===== config.mk =====
export PLATFORM = sky130hd
export DESIGN_NAME = reset_sequencer_arty7
export DESIGN_NICKNAME = d
export VERILOG_FILES = /design/src/rtl/reset_seq_pkg.sv /design/src/rtl/cdc_sync_bit.sv /design/src/rtl/reset_sequencer_arty7.sv
export SDC_FILE = /design/constraint.sdc
export NUM_CORES = 1
export LEC_CHECK = 0
export CORE_ASPECT_RATIO = 1.25
export CORE_MARGIN = 2
export CORE_UTILIZATION = 49
export DETAILED_ROUTE_END_ITERATION = 10
export PLACE_DENSITY = 0.71
export SLEW_MARGIN = 10
export SYNTH_ARGS = -nofsm -noshare
export SYNTH_HDL_FRONTEND = slang
export SYNTH_SLANG_ARGS = --single-unit

===== constraint.sdc =====
create_clock -name clk_i -period 4.8 [get_ports clk_i]
set_clock_uncertainty 0.05 [all_clocks]
set_input_delay 0.96 -clock clk_i [delete_from_list [all_inputs] [get_ports clk_i]]
set_output_delay 0.96 -clock clk_i [all_outputs]
set_load 0.03 [all_outputs]

===== src/rtl/reset_seq_pkg.sv =====
// Shared types for the Arty7 reset sequencer: FSM states, reset causes
// and the reset-event priority ordering.
package reset_seq_pkg;

  typedef enum logic [1:0] {
    SEQ_HOLD    = 2'd0,
    SEQ_STRETCH = 2'd1,
    SEQ_PERIPH  = 2'd2,
    SEQ_RUN     = 2'd3
  } seq_state_e;

  typedef enum logic [1:0] {
    CAUSE_POR  = 2'b00,
    CAUSE_LOCK = 2'b01,
    CAUSE_BTN  = 2'b10,
    CAUSE_SW   = 2'b11
  } rst_cause_e;

  typedef struct packed {
    logic       hit;
    rst_cause_e cause;
  } rst_event_t;

  // Highest-priority pending reset event: lock loss, then button, then software.
  function automatic rst_event_t pick_event(input logic lock_ok,
                                            input logic btn_ok,
                                            input logic sw_req);
    rst_event_t ev;
    ev.hit   = 1'b1;
    ev.cause = CAUSE_POR;
    if (!lock_ok) begin
      ev.cause = CAUSE_LOCK;
    end else if (!btn_ok) begin
      ev.cause = CAUSE_BTN;
    end else if (sw_req) begin
      ev.cause = CAUSE_SW;
    end else begin
      ev.hit = 1'b0;
    end
    return ev;
  endfunction

endpackage


===== src/rtl/cdc_sync_bit.sv =====
// Multi-flop single-bit synchronizer with configurable depth and reset value.
module cdc_sync_bit #(
  parameter int unsigned Depth    = 2,
  parameter logic        ResetVal = 1'b0
) (
  input  logic clk_i,
  input  logic RESETn_i,
  input  logic d_i,
  output logic q_o
);

  logic [Depth-1:0] sync_q;

  // Shift the asynchronous input through the synchronizer chain.
  always_ff @(posedge clk_i or negedge RESETn_i) begin
    if (!RESETn_i) begin
      sync_q <= {Depth{ResetVal}};
    end else begin
      sync_q <= {sync_q[Depth-2:0], d_i};
    end
  end

  assign q_o = sync_q[Depth-1];

endmodule


===== src/rtl/reset_sequencer_arty7.sv =====
// Staged reset sequencer behind the Arty7 MMCM: synchronizes lock and the
// pushbutton, debounces the button, then releases the peripheral reset
// followed by the CPU reset. Outputs assert asynchronously via RESETn_i and
// otherwise change only on clk_i.
module reset_sequencer_arty7
  import reset_seq_pkg::*;
#(
  parameter int unsigned SyncStages        = 2,
  parameter int unsigned DebounceCycles    = 1024,
  parameter int unsigned LockStretchCycles = 256,
  parameter int unsigned PeriphToCpuCycles = 16
) (
  input  logic       clk_i,
  input  logic       RESETn_i,
  input  logic       mmcm_locked_i,
  input  logic       btn_rstn_i,
  input  logic       sw_rst_req_i,
  output logic       periph_rstn_o,
  output logic       cpu_rstn_o,
  output logic [1:0] rst_cause_o,
  output logic       seq_busy_o
);

  localparam int unsigned DbCntW  = $clog2(DebounceCycles + 1);
  localparam int unsigned SeqMax  = (LockStretchCycles > PeriphToCpuCycles) ?
                                    LockStretchCycles : PeriphToCpuCycles;
  localparam int unsigned SeqCntW = $clog2(SeqMax + 1);

  localparam logic [1:0] ST_HOLD    = SEQ_HOLD;
  localparam logic [1:0] ST_STRETCH = SEQ_STRETCH;
  localparam logic [1:0] ST_PERIPH  = SEQ_PERIPH;
  localparam logic [1:0] ST_RUN     = SEQ_RUN;

  logic               lock_s;
  logic               btn_s;
  logic               btn_db;
  logic [DbCntW-1:0]  db_cnt_q;

  logic [1:0]         state_q,  state_nxt;
  logic [SeqCntW-1:0] seq_cnt_q, seq_cnt_nxt;
  logic               periph_nxt;
  logic               cpu_nxt;
  logic [1:0]         cause_nxt;
  rst_event_t         ev;

  cdc_sync_bit #(
    .Depth    (SyncStages),
    .ResetVal (1'b0)
  ) u_sync_lock (
    .clk_i    (clk_i),
    .RESETn_i (RESETn_i),
    .d_i      (mmcm_locked_i),
    .q_o      (lock_s)
  );

  cdc_sync_bit #(
    .Depth    (SyncStages),
    .ResetVal (1'b1)
  ) u_sync_btn (
    .clk_i    (clk_i),
    .RESETn_i (RESETn_i),
    .d_i      (btn_rstn_i),
    .q_o      (btn_s)
  );

  // Accept a new button level only after it has held for DebounceCycles cycles.
  always_ff @(posedge clk_i or negedge RESETn_i) begin
    if (!RESETn_i) begin
      btn_db   <= 1'b1;
      db_cnt_q <= '0;
    end else if (btn_s == btn_db) begin
      db_cnt_q <= '0;
    end else if (db_cnt_q == DbCntW'(DebounceCycles - 1)) begin
      btn_db   <= btn_s;
      db_cnt_q <= '0;
    end else if (db_cnt_q != DbCntW'(DebounceCycles)) begin
      db_cnt_q <= db_cnt_q + DbCntW'(1);
    end
  end

  // Sequencer state and registered outputs.
  always_ff @(posedge clk_i or negedge RESETn_i) begin
    if (!RESETn_i) begin
      state_q       <= ST_HOLD;
      seq_cnt_q     <= '0;
      periph_rstn_o <= 1'b0;
      cpu_rstn_o    <= 1'b0;
      seq_busy_o    <= 1'b1;
      rst_cause_o   <= CAUSE_POR;
    end else begin
      state_q       <= state_nxt;
      seq_cnt_q     <= seq_cnt_nxt;
      periph_rstn_o <= periph_nxt;
      cpu_rstn_o    <= cpu_nxt;
      seq_busy_o    <= ~cpu_nxt;
      rst_cause_o   <= cause_nxt;
    end
  end

  // Next-state logic: reset events preempt the staged release from any
  // non-HOLD state; software requests count only once the CPU is running.
  always_comb begin
    state_nxt   = state_q;
    seq_cnt_nxt = seq_cnt_q;
    periph_nxt  = periph_rstn_o;
    cpu_nxt     = cpu_rstn_o;
    cause_nxt   = rst_cause_o;
    ev          = pick_event(lock_s, btn_db, sw_rst_req_i && (state_q == ST_RUN));

    if ((state_q != ST_HOLD) && ev.hit) begin
      state_nxt   = ST_HOLD;
      seq_cnt_nxt = '0;
      periph_nxt  = 1'b0;
      cpu_nxt     = 1'b0;
      cause_nxt   = ev.cause;
    end else begin
      case (state_q)
        ST_HOLD: begin
          seq_cnt_nxt = '0;
          periph_nxt  = 1'b0;
          cpu_nxt     = 1'b0;
          if (lock_s && btn_db) begin
            state_nxt = ST_STRETCH;
          end
        end
        ST_STRETCH: begin
          if (seq_cnt_q == SeqCntW'(LockStretchCycles - 1)) begin
            state_nxt   = ST_PERIPH;
            seq_cnt_nxt = '0;
            periph_nxt  = 1'b1;
          end else if (seq_cnt_q != SeqCntW'(SeqMax)) begin
            seq_cnt_nxt = seq_cnt_q + SeqCntW'(1);
          end
        end
        ST_PERIPH: begin
          if (seq_cnt_q == SeqCntW'(PeriphToCpuCycles - 1)) begin
            state_nxt   = ST_RUN;
            seq_cnt_nxt = '0;
            cpu_nxt     = 1'b1;
          end else if (seq_cnt_q != SeqCntW'(SeqMax)) begin
            seq_cnt_nxt = seq_cnt_q + SeqCntW'(1);
          end
        end
        ST_RUN: begin
          seq_cnt_nxt = '0;
        end
        default: begin
          state_nxt   = ST_HOLD;
          seq_cnt_nxt = '0;
          periph_nxt  = 1'b0;
          cpu_nxt     = 1'b0;
        end
      endcase
    end
  end

endmodule

After elaboration in Yosys (flattened, before gate mapping)
Index checks and enable logic that the tools add are counted.
{"block": "op_classes", "addsub": 2, "n_eq_ne": 12, "n_mux": 25, "bitwise": 2, "reduce_logical": 12}
{"op": "$mux 9", "count": 4}
{"op": "$mux 11", "count": 3}
{"op": "$pmux 9 s3", "count": 1}
{"op": "$mux 2", "count": 7}
{"op": "$add 11x1->11 const B", "count": 1}
{"op": "$eq 11x10->1 const B", "count": 1}
{"op": "$ne 11x11->1 const B", "count": 1}
{"op": "$add 9x1->9 const B", "count": 1}
{"op": "$eq 9x4->1 const B", "count": 1}
{"op": "$eq 9x8->1 const B", "count": 1}
{"op": "$ne 3x3->1 const B", "count": 3}
{"op": "$ne 9x9->1 const B", "count": 1}
{"op": "$mux 1", "count": 7}
{"op": "$pmux 2 s3", "count": 1}
{"op": "$reduce_bool 3->1", "count": 2}
{"op": "$eq 2x2->1 const B", "count": 2}
{"op": "$pmux 1 s2", "count": 2}
{"op": "$reduce_and 2->1", "count": 2}
{"op": "$reduce_and 4->1", "count": 1}
{"op": "$reduce_bool 4->1", "count": 1}
{"op": "$logic_and 1x1->1", "count": 3}
{"op": "$eq 2x1->1 const B", "count": 1}
{"op": "$logic_not 2->1", "count": 1}
{"op": "$not 1->1", "count": 2}
{"op": "3 further kinds", "count": 3}
{"block": "word_totals", "regBits": 32, "inputBits": 5, "out_inout_bits": 5, "wordCells": 63}

Depth between registers and ports, before layout
Gate-level depths: netlist of the first run.
{"block": "logic_depth", "word_depth": 8, "mapped_depth": 9, "mapped_depth_nobuf": 9}

Cells and area by module
Synthesis of the first run repeated with hierarchy kept, for this count alone.
{"block": "unflattened", "hier_cells": 164, "area_unflattened_um2": 1640.3}
{"module": "reset_sequencer_arty7", "instances": 1, "cells_each": 160, "area_each_um2": 1537.7, "seq_area_each_um2": 703.2}
{"module": "cdc_sync_bit (u_sync_btn)", "instances": 1, "cells_each": 2, "area_each_um2": 52.6, "seq_area_each_um2": 52.6}
{"module": "cdc_sync_bit (u_sync_lock)", "instances": 1, "cells_each": 2, "area_each_um2": 50.0, "seq_area_each_um2": 50.0}

Least setup slack after synthesis of the first run
Ideal clock, no wire load.
{"block": "synth_path", "path_kind": "register to register", "startpoint": "register seq_cnt_q[0]", "endpoint": "register state_q[0]", "setup_ns": 0.104, "t_arrival_ns": 1.938, "required_ns": 4.646, "path_slack_ns": 2.708, "stages_incl_launch_ff": 10, "path_buffers": 0, "period_less_slack_ns": 2.092, "path_cell_list": "dfrtp_1 ha_1 nand3_1 nor3_1 ha_1 nor2b_1 a21oi_1 a311oi_1 a41o_1 a221oi_1"}
{"block": "synth_between", "elab_chain_cells": 3, "elab_cells_between_ends": 5, "classes_between": "4 x eq/ne; 1 x reduce/logical"}
{"element": "start: declaration", "line_no": "reset_sequencer_arty7.sv:40", "text": "logic [SeqCntW-1:0] seq_cnt_q, seq_cnt_nxt;"}
{"element": "start signal: assignment", "line_no": "reset_sequencer_arty7.sv:92", "text": "seq_cnt_q <= seq_cnt_nxt;"}
{"element": "$eq 9x4->1 / $eq 9x8->1 (equally long branches)", "line_no": "reset_sequencer_arty7.sv:136, reset_sequencer_arty7.sv:127"}
{"element": "$ne 3x3->1 (no line)"}
{"element": "$reduce_and 4->1 (no line) (*)"}
{"element": "end signal: assignment", "line_no": "reset_sequencer_arty7.sv:91", "text": "state_q <= state_nxt;"}
{"element": "end: declaration", "line_no": "reset_sequencer_arty7.sv:39", "text": "logic [1:0] state_q, state_nxt;"}
Every way passes the cells marked *; elsewhere a longest branch is shown, timed or not.
A chain may end at the register's enable or synchronous reset.

Worst setup path in the final report of the first run
{"block": "layout_path", "startpoint": "register seq_busy_o", "endpoint": "output port seq_busy_o"}
{"element": "start: declaration", "line_no": "reset_sequencer_arty7.sv:21", "text": "output logic seq_busy_o"}
{"element": "start signal: assignment", "line_no": "reset_sequencer_arty7.sv:95", "text": "seq_busy_o <= ~cpu_nxt;"}
No word-level cell between the ends.

==> results.cfg, run 1 <==
[run_status]
status = finished, final reports clean

[floorplanning]
start_util = 0.5132
top_level_ports = 10
rows = 23
coreArea_um2 = 3223
die_y_um = 68.96
die_x_um = 55.97
die-area_um2 = 3859

[global_routing]
grtUsageMet1 = 0.1981
use_met2 = 0.2853
grt_pass1_wl_mm = 4.988
grt_util_met3 = 0.05970
antenna_found_initial = 0
grt_pass1_vias = 1120
grt_usage = 0.1708
grt_overflow_total = 0
grt_max_degree = 33
top_usage_layer = met2

[placement]
place.port_buffers = 9
dpl-instance-area_um2 = 1774
pre_cts_slack_ns = 2.336
dpl.hpwl_mm = 1.993
place_congestion = 0.8201

[timing]
hold_viol = 0
min_period_over_period = 0.5112
rsz0062_at_grt = no
max_freq_mhz = 407.6
finalSetupViolations = 0
slew_headroom = 0.5998
slew_violations = 0
min_period_ns = 2.454
setup_slack_ns = 2.346
worstMarginPinSlew_ns = 0.5963
tns_ns = 0

[cells_and_area]
multi_input_area_um2 = 779.5
layout.nets = 192
fin_area_um2 = 1864
fin_util = 0.5784
fill_cells = 276
area_growth_pct = 12.71
layout-drive-gt1-share = 0.1236
seq_area_um2 = 805.8
diodes = 0

[clock_tree]
cts_buffer_depth = 2
cts_tree = yes
cts.clk_slew.worst_paths_ns = 0.06
cts.sinks = 32
cts_buffers = 5
insertion_delay_ns = 0.28
cts_max_level = 2
cts_setup_buffers = 0
ctsResizeCount = 0
ctsHoldBuffers = 0
clockRootBuffer = clkbuf_8

[drt]
ant_nets = 0
drc_errors = 0
via_per_inst = 5.358
routedWlPerCell_um = 12.91
dr.first_iter.drc_count = 42
routed_wirelength_mm = 2.776
drt_first_pass_iters = 4
num_vias = 1152

[critical_path]
critPathBufInv = 1
r2r-start = seq_cnt_q[0]
crit_path_end = seq_busy_o
start_kind = register
worstRegToRegCells = 9
critPathCaptureType = primary output
regToRegSetupSlack_ns = 2.37
critPathSlowestCell = clkdlybuf4s50_1
r2r-end = state_q[0]
startpoint = seq_busy_o
cp.depth = 1
crit_chain = clkdlybuf4s50_1
cp_data_arrival_time_ns = 1.44
crit_family = buffers and inverters
path_max_fanout = 1
slowest_delay_ns = 0.66
criticalPathCategory = register to primary output
cp.required_ns = 3.79

[logic_synthesis]
synth.avg_cell_area_um2 = 10.09
synth_seq_area_share = 0.4871
synth_edf_count = 0
synth_ff_type = dfrtp_1
syn_area_um2 = 1654
ys_ff_latch = 32
ys_async_sr_fraction = 1.000
synth_cell_types = 40
synth_cells = 164
yosys_warnings = 0
syn-num-nets = 179

[power_and_ir_drop]
seq_power_share = 0.554
clockPowerShare = 0.412
powerDensity_nw_per_um2 = 268.8
switching_share = 0.2056
p_leak_nw = 0.8125
ir_drop_uv = 183.0
p_int_uw = 398.1
p_comb_frac = 0.034
switchingPower_uw = 103.0

[min_path]
timing.hold.worst.class = register to register

[flow_run]
cap_violations = 0
worst register-to-register path, cell delays in order (launching register included):
cell      delay (ns)
dfrtp_1         0.43
ha_1            0.21
nand3_1         0.24
nor3_1          0.28
ha_1            0.23
nor2b_1         0.05
a21oi_1         0.27
and2_2          0.24
o21ai_0         0.09
a221oi_1        0.24
logic make-up (layout without fill, tap and decap cells):
family	count (synthesis)	count (layout)	synth area share
adders and majority gates	10	10	0.07564
xor gates and xnor gates	16	16	0.08472
muxes	3	3	0.01967
DFF	32	32	0.4871
buffers and inverters	16	30	0.04160
and+or+nand+nor	67	67	0.1997
AOI/OAI and AO/OA	20	20	0.09153
layer usage:
metal / share of wire / vias to the layer above
met5: 0 / -
met4: 0.019 / 0
met3: 0.053 / 7
met2: 0.49 / 29
met1: 0.44 / 540
li1: - / 576
placed cells by master, fill, tap and decap left out, types with 2 or more instances in the layout:
cell type        count
nand4_1              4
and2_1               2
nor3_1               3
xor2_1               7
mux2_2               2
and3_1               3
nor2_1              27
dfrtp_1             28
clkbuf_1             2
a21oi_1              6
dfstp_2              4
or4_4                2
a31oi_1              2
nand3_1              7
ha_1                10
clkdlybuf4s50_1      9
nor4_1               2
clkbuf_8             6
a21oi_2              2
inv_1               12
xnor2_1              9
nand2_1             10
flip-flops by register name, summed over array words and instances (netlist names):
signal              flops
db_cnt_q               11
seq_cnt_q               9
rst_cause_o             2
state_q                 2
u_sync_btn.sync_q       2
u_sync_lock.sync_q      2
btn_db                  1
cpu_rstn_o              1
periph_rstn_o           1
seq_busy_o              1
worst min-delay path by stage:
stage	end	slack, ns	from	cells past startpoint
floorplan	u_sync_lock.sync_q[1]	0.28	u_sync_lock.sync_q[0]	0
global placement	u_sync_lock.sync_q[1]	0.29	u_sync_lock.sync_q[0]	0
detailed placement	u_sync_lock.sync_q[1]	0.29	u_sync_lock.sync_q[0]	0
CTS	u_sync_btn.sync_q[1]	0.31	u_sync_btn.sync_q[0]	0
global route	u_sync_btn.sync_q[1]	0.31	u_sync_btn.sync_q[0]	0
finish	u_sync_btn.sync_q[1]	0.31	u_sync_btn.sync_q[0]	0
cell usage after synthesis, types with 3 or more instances:
cell | count | area, µm²
dfrtp_1 | 28 | 700.7
dfstp_2 | 4 | 105.1
xor2_1 | 7 | 61.31
nand3_1 | 7 | 35.03
a21oi_1 | 6 | 30.03
and3_1 | 3 | 18.77
nand4_1 | 4 | 25.02
nor3_1 | 3 | 15.01
nand2_1 | 10 | 37.54
nor2_1 | 27 | 101.4
xnor2_1 | 9 | 78.83
ha_1 | 10 | 125.1
inv_1 | 12 | 45.04
power groups by stage:
stage	logic, mW	registers [mW]	clock network [mW]
after floorplan	0.00679	0.282	0
after global placement	0.0170	0.282	0
after detailed placement	0.0175	0.282	0
after CTS	0.0176	0.278	0.216
after global routing	0.0202	0.278	0.230
final	0.0168	0.278	0.207
final cells by class:
cell class	count	share of cell area
Multi-Input combinational cell	116	0.4181
Tap cell	37	0.02483
Sequential cell	32	0.4322
Clock buffer	8	0.04832
Inverter	12	0.02416
Timing Repair Buffer	10	0.05235
stage by stage:
| stage | std cells | power (mW) | hold slack (ns) |
|---|---|---|---|
| floorplan | 164 | 0.2886 | 0.2812 |
| global placement | 207 | 0.2993 | 0.2941 |
| detailed placement | 207 | 0.2999 | 0.2872 |
| CTS | 215 | 0.5110 | 0.3064 |
| global route | 215 | 0.5281 | 0.3083 |
| finish | 215 | 0.5011 | 0.3053 |
Power figures use the tool's default switching activity.
==> run 2, diff against run 1 <==
--- a/config.mk
+++ b/config.mk
@@ -9,7 +9,7 @@
 export CORE_MARGIN = 2
 export CORE_UTILIZATION = 49
 export DETAILED_ROUTE_END_ITERATION = 10
-export PLACE_DENSITY = 0.71
+export PLACE_DENSITY = 0.73
 export SLEW_MARGIN = 10
 export SYNTH_ARGS = -nofsm -noshare
 export SYNTH_HDL_FRONTEND = slang
==> constraint.sdc (replaced) <==
create_clock -name clk_i -period 2.06 [get_ports clk_i]
set_clock_uncertainty 0.05 [all_clocks]
set_input_delay 0.412 -clock clk_i [delete_from_list [all_inputs] [get_ports clk_i]]
set_output_delay 0.412 -clock clk_i [all_outputs]
set_load 0.03 [all_outputs]
==> results.cfg, run 2 (same netlist as run 1, synthesis figures left out) <==
[run_status]
status = finished, final reports clean

[placement]
dpl-instance-area_um2 = 1837
place_congestion = 0.8207
dp.cells = 213
dpl.hpwl_mm = 2.087
place.port_buffers = 9

[critical_path]
critPathCaptureType = register
path_max_fanout = 3
cp_data_arrival_time_ns = 2.09
start_kind = register
cp.required_ns = 2.19
worstRegToRegCells = 5
criticalPathCategory = register to register
r2r-start = seq_cnt_q[6]
regToRegSetupSlack_ns = 0.10
r2r-end = state_q[0]

[cells_and_area]
top_register = db_cnt_q
largest_reg_flops = 11
area_growth_pct = 20.05
reg_top3 = db_cnt_q: 11 flops, seq_cnt_q: 9 flops
layout.nets = 200
layout-drive-gt1-share = 0.2043
final_cell_mix = 27 x nor2_1, 27 x dfrtp_1, 12 x inv_1
diodes = 0
stdcell_count = 223
fin_area_um2 = 1986

[power_and_ir_drop]
ir_drop_uv = 876.0
switchingPower_uw = 264.5
p_int_mw = 1.014
p_leak_nw = 0.8608
total_power_mw = 1.278
clockPowerShare = 0.462
p_comb_frac = 0.032
powerDensity_nw_per_um2 = 643.8
switching_share = 0.2069
seq_power_share = 0.506

[floorplanning]
start_util = 0.5132
coreArea_um2 = 3223
die_y_um = 68.96
top_level_ports = 10
die_x_um = 55.97
die-area_um2 = 3859
rows = 23

[drt]
num_vias = 1183
routedWlPerCell_um = 13.15
dr.first_iter.drc_count = 47
drt_first_pass_iters = 4
ant_nets = 0
routed_wirelength_mm = 2.932
via_per_inst = 5.305
drc_errors = 0

[clock_tree]
cts_max_level = 2
insertion_delay_ns = 0.28
cts_tree = yes
cts_buffers = 5
cts_buffer_depth = 2
clockRootBuffer = clkbuf_8
cts.sinks = 32
cts.clk_slew.worst_paths_ns = 0.07

[min_path]
timing.hold.worst.class = register to register
min_from = u_sync_lock.sync_q[0]
min_path_cells = 0
timing.hold.worst_endpoint = u_sync_lock.sync_q[1]

[timing]
min_period_ns = 1.960
tns_ns = 0
slew_headroom = 0.7413
hold_ws_ns = 0.3001
worstMarginPinSlew_ns = 0.3881
min_period_over_period = 0.9513
max_freq_mhz = 510.3
hold_viol = 0
finalSetupViolations = 0
slew_violations = 0

[flow_run]
cap_violations = 0

[global_routing]
grt_usage = 0.1712
grt_max_degree = 33
grt_pass1_wl_mm = 5.016
grt_overflow_total = 0
antenna_found_initial = 0
grt_pass1_vias = 1207
run 2: repair_timing:
item | 4_1_cts | 5_1_grt
setup buffers | 0 | 2
gates cloned | 0 | 0
hold buffers | 0 | 0
resized for setup | 1 | 5
pin swaps | 0 | 1
endpoints found under the setup margin | 1 | 1
run 2: worst max-delay path by stage:
stage / start / end / slack [ns] / cells after the start
global route: seq_cnt_q[6] / seq_cnt_q[0] / -0.005 / 7
finish: seq_cnt_q[6] / state_q[0] / 0.10 / 5
detailed placement: seq_cnt_q[1] / state_q[0] / -0.03 / 9
CTS: seq_cnt_q[1] / state_q[0] / 0.03 / 9
global placement: seq_cnt_q[1] / state_q[0] / 0.09 / 9
floorplan: seq_cnt_q[0] / state_q[0] / 0.03 / 9
run 2: area by class of cell:
type | instances | area, µm²
fill | 270 | 1237
sequential | 32 | 807.0
multi-input combinational | 116 | 805.8
timing repair buffer | 18 | 170.2
clock buffer | 5 | 68.82
tap | 37 | 46.29
inverter | 12 | 45.04
clock inverter | 3 | 42.54
run 2: power groups by stage:
stage / Sequential (mW) / Combinational, mW / Clock (mW)
2_1_floorplan: 0.657 / 0.0158 / 0
3_3_place_gp: 0.658 / 0.0406 / 0
3_5_place_dp: 0.658 / 0.0423 / 0
4_1_cts: 0.647 / 0.0426 / 0.607
5_1_grt: 0.648 / 0.0482 / 0.641
6_report: 0.647 / 0.0409 / 0.590
run 2: metrics by stage:
| stage | setup slack (ns) | utilization |
|---|---|---|
| 2_1_floorplan | 0.03189 | - |
| 3_3_place_gp | 0.08680 | 0.5699 |
| 3_5_place_dp | -0.03078 | 0.5699 |
| 4_1_cts | 0.02894 | 0.6056 |
| 5_1_grt | -0.005395 | 0.6161 |
| 6_report | 0.1002 | 0.6161 |
run 2: per-layer routing:
layer	vias to the layer above	track usage	share of wire
li1	591	-	-
met1	570	0.1873	0.45
met2	17	0.2941	0.49
met3	5	0.05784	0.038
met4	0	0.09821	0.017
met5	-	0	0
run 2: worst max-delay path: stages (launching register included):
cell and delay (ns):
dfrtp_1 0.41, or4_4 0.58, o31ai_4 0.26, a311oi_1 0.13
a41o_1 0.22, a221oi_1 0.20
